<file path="config.mk">
export PLATFORM = sky130hd
export DESIGN_NAME = piso_frame_tx
export DESIGN_NICKNAME = d
export VERILOG_FILES = /design/src/rtl/tx_pkg.sv /design/src/rtl/piso_frame_tx_baud_tick_gen.sv /design/src/rtl/piso_frame_tx.sv
export SDC_FILE = /design/constraint.sdc
export NUM_CORES = 1
export LEC_CHECK = 0
export ABC_AREA = 1
export BUFFER_PORTS_ARGS = -buffer_cell sky130_fd_sc_hd__buf_2
export CAP_MARGIN = 20
export CORE_ASPECT_RATIO = 1.2
export CORE_MARGIN = 2
export CORE_UTILIZATION = 60
export CTS_CLUSTER_DIAMETER = 150
export DETAILED_ROUTE_END_ITERATION = 12
export HOLD_SLACK_MARGIN = 0.1
export PLACE_DENSITY = 0.81
export REMOVE_ABC_BUFFERS = 1
export SLEW_MARGIN = 5
export SYNTH_ARGS = -nofsm -noshare
export SYNTH_HDL_FRONTEND = slang
export SYNTH_SLANG_ARGS = --single-unit
</file>
<file path="constraint.sdc">
create_clock -name clk -period 2.8 [get_ports clk]
set_clock_uncertainty 0.05 [all_clocks]
set_input_delay 0.14 -clock clk [delete_from_list [all_inputs] [get_ports clk]]
set_output_delay 0.14 -clock clk [all_outputs]
set_load 0.03 [all_outputs]
</file>
<file path="src/rtl/tx_pkg.sv">
// Shared definitions for the piso_frame_tx serial transmitter.
//   - State codes: the four base states use a 2-bit Gray-style code
//     (IDLE/START/DATA/STOP); PARITY takes the third state bit so the
//     base codes stay unchanged whether or not parity is enabled.
//   - frame_len(): clocks occupied by one frame for a given configuration.
package tx_pkg;

    localparam logic [1:0] IDLE_CODE   = 2'b00;
    localparam logic [1:0] START_CODE  = 2'b01;
    localparam logic [1:0] DATA_CODE   = 2'b11;
    localparam logic [1:0] STOP_CODE   = 2'b10;
    localparam logic [2:0] PARITY_CODE = 3'b100;

    typedef enum logic [2:0] {
        IDLE   = {1'b0, IDLE_CODE},
        START  = {1'b0, START_CODE},
        DATA   = {1'b0, DATA_CODE},
        STOP   = {1'b0, STOP_CODE},
        PARITY = PARITY_CODE
    } tx_state_e;

    // Clocks per frame: start + data + optional parity + stop bits.
    function automatic int unsigned frame_len(
        input int unsigned n,
        input int unsigned baud_div,
        input int unsigned parity_en,
        input int unsigned stop_bits
    );
        return (1 + n + parity_en + stop_bits) * baud_div;
    endfunction

endpackage

</file>
<file path="src/rtl/piso_frame_tx_baud_tick_gen.sv">
// Bit-period timer for piso_frame_tx.
// Down-counter that reloads BAUD_DIV-1 on load_i and otherwise counts
// down to 0 and holds there. bit_end_o is high while the count is 0,
// i.e. during the last clock of the current serial bit.
// Ports:
//   clk       - clock, rising edge
//   rst_n     - asynchronous active-low reset (count cleared to 0)
//   load_i    - reload strobe, start of a new bit
//   bit_end_o - current bit ends this clock
module baud_tick_gen #(
    parameter int BAUD_DIV = 16
) (
    input  logic clk,
    input  logic rst_n,
    input  logic load_i,
    output logic bit_end_o
);

    localparam int CW = $clog2(BAUD_DIV);
    localparam logic [CW-1:0] RELOAD = CW'(BAUD_DIV - 1);

    logic [CW-1:0] cnt_q;
    logic [CW-1:0] cnt_d;

    always_comb begin
        cnt_d = cnt_q;
        if (load_i) begin
            cnt_d = RELOAD;
        end else if (cnt_q != '0) begin
            cnt_d = cnt_q - CW'(1);
        end
    end

    always_ff @(posedge clk or negedge rst_n) begin
        if (!rst_n) begin
            cnt_q <= '0;
        end else begin
            cnt_q <= cnt_d;
        end
    end

    assign bit_end_o = (cnt_q == '0);

endmodule

</file>
<file path="src/rtl/piso_frame_tx.sv">
// Parallel-in, serial-out framed transmitter.
// Accepts an N-bit word on a valid/ready handshake and sends one frame:
// start bit (0), N data bits, optional even-parity bit, STOP_BITS stop
// bits (1). Every bit lasts BAUD_DIV clocks. With MSB_FIRST=1 the word
// lands correctly in a shift-left (din into LSB) receiver.
// Ports:
//   clk       - clock, rising edge
//   rst_n     - asynchronous active-low reset
//   din       - parallel word, sampled only at acceptance
//   din_valid - din is valid
//   din_ready - word can be accepted (state is IDLE), combinational
//   tx        - serial line, registered, idles high
//   busy      - frame in progress
//   done      - pulse during the last clock of the final stop bit
//
// state  | meaning
// IDLE   | line high, waiting for a word
// START  | sending start bit (0)
// DATA   | sending data bits, bit counter 0..N-1
// PARITY | sending even-parity bit
// STOP   | sending stop bits, bit counter 0..STOP_BITS-1
module piso_frame_tx
    import tx_pkg::*;
#(
    parameter int N         = 8,
    parameter int BAUD_DIV  = 16,
    parameter int MSB_FIRST = 1,
    parameter int PARITY_EN = 0,
    parameter int STOP_BITS = 1
) (
    input  logic         clk,
    input  logic         rst_n,
    input  logic [N-1:0] din,
    input  logic         din_valid,
    output logic         din_ready,
    output logic         tx,
    output logic         busy,
    output logic         done
);

    localparam int CNT_W = $clog2(N + 1);
    localparam logic [CNT_W-1:0] LAST_DATA = CNT_W'(N - 1);
    localparam logic [CNT_W-1:0] LAST_STOP = CNT_W'(STOP_BITS - 1);

    tx_state_e        state_q, state_d;
    logic [N-1:0]     shift_q, shift_d;
    logic             par_q, par_d;
    logic [CNT_W-1:0] bit_cnt_q, bit_cnt_d;
    logic             tx_q, tx_d;
    logic             baud_load;
    logic             bit_end;
    logic             done_c;

    baud_tick_gen #(
        .BAUD_DIV (BAUD_DIV)
    ) u_baud (
        .clk       (clk),
        .rst_n     (rst_n),
        .load_i    (baud_load),
        .bit_end_o (bit_end)
    );

    always_comb begin
        state_d   = state_q;
        shift_d   = shift_q;
        par_d     = par_q;
        bit_cnt_d = bit_cnt_q;
        baud_load = 1'b0;
        done_c    = 1'b0;

        case (state_q)
            IDLE: begin
                if (din_valid) begin
                    state_d   = START;
                    shift_d   = din;
                    par_d     = ^din;
                    bit_cnt_d = '0;
                    baud_load = 1'b1;
                end
            end
            START: begin
                if (bit_end) begin
                    state_d   = DATA;
                    bit_cnt_d = '0;
                    baud_load = 1'b1;
                end
            end
            DATA: begin
                if (bit_end) begin
                    baud_load = 1'b1;
                    if (MSB_FIRST != 0) begin
                        shift_d = shift_q << 1;
                    end else begin
                        shift_d = shift_q >> 1;
                    end
                    if (bit_cnt_q == LAST_DATA) begin
                        bit_cnt_d = '0;
                        if (PARITY_EN != 0) begin
                            state_d = PARITY;
                        end else begin
                            state_d = STOP;
                        end
                    end else begin
                        bit_cnt_d = bit_cnt_q + CNT_W'(1);
                    end
                end
            end
            PARITY: begin
                if (bit_end) begin
                    state_d   = STOP;
                    bit_cnt_d = '0;
                    baud_load = 1'b1;
                end
            end
            STOP: begin
                if (bit_end) begin
                    if (bit_cnt_q == LAST_STOP) begin
                        state_d   = IDLE;
                        bit_cnt_d = '0;
                        done_c    = 1'b1;
                    end else begin
                        bit_cnt_d = bit_cnt_q + CNT_W'(1);
                        baud_load = 1'b1;
                    end
                end
            end
            default: begin
                state_d   = IDLE;
                bit_cnt_d = '0;
            end
        endcase

        // tx is registered from the next state so the line changes on the
        // same edge the state does, i.e. only at bit boundaries.
        case (state_d)
            START:   tx_d = 1'b0;
            DATA:    tx_d = (MSB_FIRST != 0) ? shift_d[N-1] : shift_d[0];
            PARITY:  tx_d = par_d;
            default: tx_d = 1'b1;
        endcase
    end

    always_ff @(posedge clk or negedge rst_n) begin
        if (!rst_n) begin
            state_q   <= IDLE;
            shift_q   <= '0;
            par_q     <= 1'b0;
            bit_cnt_q <= '0;
            tx_q      <= 1'b1;
        end else begin
            state_q   <= state_d;
            shift_q   <= shift_d;
            par_q     <= par_d;
            bit_cnt_q <= bit_cnt_d;
            tx_q      <= tx_d;
        end
    end

    assign din_ready = (state_q == IDLE);
    assign busy      = (state_q != IDLE);
    assign done      = done_c;
    assign tx        = tx_q;

endmodule

</file>
==> metrics.yaml <==
synth_edf_count: 0
overflow: 0
timing.final.ws_setup_ns: 0.7988
fmax_mhz: 499.7
wl_met1_mm: 1.236
post_route_cells_drive_above_1_share_pct: 19.27
maxSlewViolCount: 0
synth_ff_type: "dfrtp_1"
core_mm2: 0.002258
powerDensity_mw_per_mm2: 315.9
finalSetupTns_ns: 0
cts_buffer_depth: 2
finalCritPeriodShare_pct: 71.47
cellLeakagePower_uw: 0.0009081
drc: 0
async_flop_share_pct: 100.0
highest_layer: "met4"
place_area_mm2: 0.001503
synth-simple-area-share_pct: 37.22
relSlewSlack_pct: 68.89
grt_pass1_vias: 1273
rsz0062_at_grt: "no"
numCtsBuffers: 3
crit_required_ns: 2.61
final-setup-viol-count: 0
num_vias: 1278
cts_sinks: 21
grt_antenna_before_repair: 0
routedWlPerCell_um: 11.63
area.growth.synth_to_final_pct: 12.47
rows: 19
wl_mm: 2.895
final_common_cell: "nand2_1"
status: "complete, no violations"
end_kind: "primary output"
cts-hold-fix-buffers: 4
grt_pass1_wl_mm: 5.223
cp.buffers_inverters: 2
finalHoldViolCount: 0
die_h_um: 57.01
finalCriticalPeriod_ns: 2.001
path_clk_slew_ns: 0.13
synthXorXnorAreaFrac_pct: 3.117
dpl.hpwl_mm: 2.307
crit_family: "simple AND/OR/NAND/NOR gates"
dr_wl_met3_um: 46
synth_top_family_by_area: "simple AND/OR/NAND/NOR gates"
start_kind: "register"
worst_pin_slew_ns: 0.4667
diodes: 0
path_class: "register to primary output"
placed_cells: 240
root_buffer: "clkbuf_4"
antenna_left: 0
slowest_stage: "dfrtp_1"
grt_max_degree: 22
critPathMaxStageDelay_ns: 0.41
ys_seq_area_share_pct: 37.49
cts_tree: "done"
dieWidth_um: 48.18
via_per_inst: 5.133
yosys.area_share.adder_pct: 2.671
clock_latency_ns: 0.31
min_path_type: "primary input to register"
synth.cell_area_mm2: 0.001405
fin_area_mm2: 0.001580
max-vdd-ir-drop_mv: 0.2270
initial_utilization_pct: 62.22
synth-compound-area-share_pct: 8.727
num-nets-final: 233
first_iter_violations: 22
grtUsageTotal_pct: 25.70
synth.mux.area_fraction_pct: 0.7124
syn_area_per_cell_um2: 7.169
cts_htree_levels: 1
synthCells: 196
cpMostUsedCell: "nand2_1"
port-buffer-count: 14
globalplace.congestion: 0.8406
arrival_ns: 1.81
ys_types: 28
dr_wl_met2_mm: 1.590
hold_ws_ns: 0.1159
synth_warnings: 0
cp_cell_sequence: "inv_1 > ha_1 > nand2_1 > nor2_2 > nand2_1 > nor2_1 > buf_2"
cts_resized: 0
ys_ff_latch: 21
maxCapViolations: 0
dieArea_mm2: 0.002746
dp_slack_ns: 1.091
post-cts-setup-buffers: 0
pin_count: 15
path_max_fanout: 9
stdcell_count: 249
drtPass1Iterations: 4
final_cell_mix: "nand2_1 (74), inv_1 (28), dfrtp_1 (20)"
==> per-layer routing <==
layer	global-route usage [%]	up-vias
met2	46.24	20
met3	1.899	2
met5	0	-
li1	-	656
met4	6.950	0
met1	31.12	600
==> cells in the mapped netlist, drive strengths merged, types with 3 or more instances <==
cell | count | area share (%)
nor2 | 13 | 5.7
xor2 | 4 | 2.5
nand3 | 11 | 5.2
o21ai | 9 | 3.7
a21oi | 3 | 1.1
inv | 34 | 9.3
ha | 3 | 2.7
nand2 | 82 | 24
nand4 | 6 | 2.7
a22oi | 3 | 1.6
o221ai | 3 | 1.9
dfrtp | 20 | 36
==> power breakdown <==
group          leakage [uW]  switching [uW]  internal, uW  total, uW
sequential         0.000239               0           303        303
combinational      0.000651            29.0          18.3       47.3
clock             0.0000177            95.4          53.2        149
==> cell families (layout without fill, tap and decap cells) <==
logic type,after synthesis,after routing
AO/OA/AOI/OAI,19,19
adder cells (fa/ha/maj),3,3
multiplexers,1,1
flip-flops,21,21
AND/OR/NAND/NOR,112,112
buffers and inverters,35,57
XOR/XNOR,5,5
==> area by class of cell <==
type / instances / area, um2
Timing Repair Buffer: 19 / 120.1
Sequential cell: 21 / 526.8
Inverter: 34 / 130.1
Clock buffer: 3 / 22.52
Fill cell: 191 / 678.2
Tap cell: 31 / 38.79
Multi-Input combinational cell: 140 / 737.0
Clock inverter: 1 / 5.005
==> worst min-delay path, stage by stage <==
cell      delay, ns
buf_2          0.10
inv_1          0.05
o221ai_1       0.15
==> path summary, 6_finish.rpt <==
| check | to | cells after the start | from | slack [ns] |
|---|---|---|---|---|
| setup / recovery | done | 7 | u_baud.cnt_q[0]$_DFFE_PN0P_ | 0.80 |
| hold / removal | shift_q[1]$_DFFE_PN0P_ | 3 | din[1] | 0.12 |
| setup reg to reg | shift_q[5]$_DFFE_PN0P_ | 9 | u_baud.cnt_q[0]$_DFFE_PN0P_ | 1.09 |
| hold reg to reg | shift_q[3]$_DFFE_PN0P_ | 2 | shift_q[3]$_DFFE_PN0P_ | 0.46 |
| max in group asynchronous | tx$_DFF_PN1_ | 2 | rst_n | 2.10 |
| min in group asynchronous | shift_q[1]$_DFFE_PN0P_ | 2 | rst_n | 0.25 |
==> per-stage QoR <==
stage / power (uW) / util (%)
floorplan: 329.9 / -
global placement: 349.1 / 66.54
detailed placement: 351.8 / 66.54
CTS: 499.0 / 69.53
global route: 524.3 / 69.97
finish: 499.2 / 69.97
==> sequential cells by signal, summed over array words and instances (netlist names) <==
signal	count
u_baud.cnt_q	4
tx	1
bit_cnt_q	4
state_q	3
shift_q	8
par_q	1
Power figures use the tool's default switching activity.
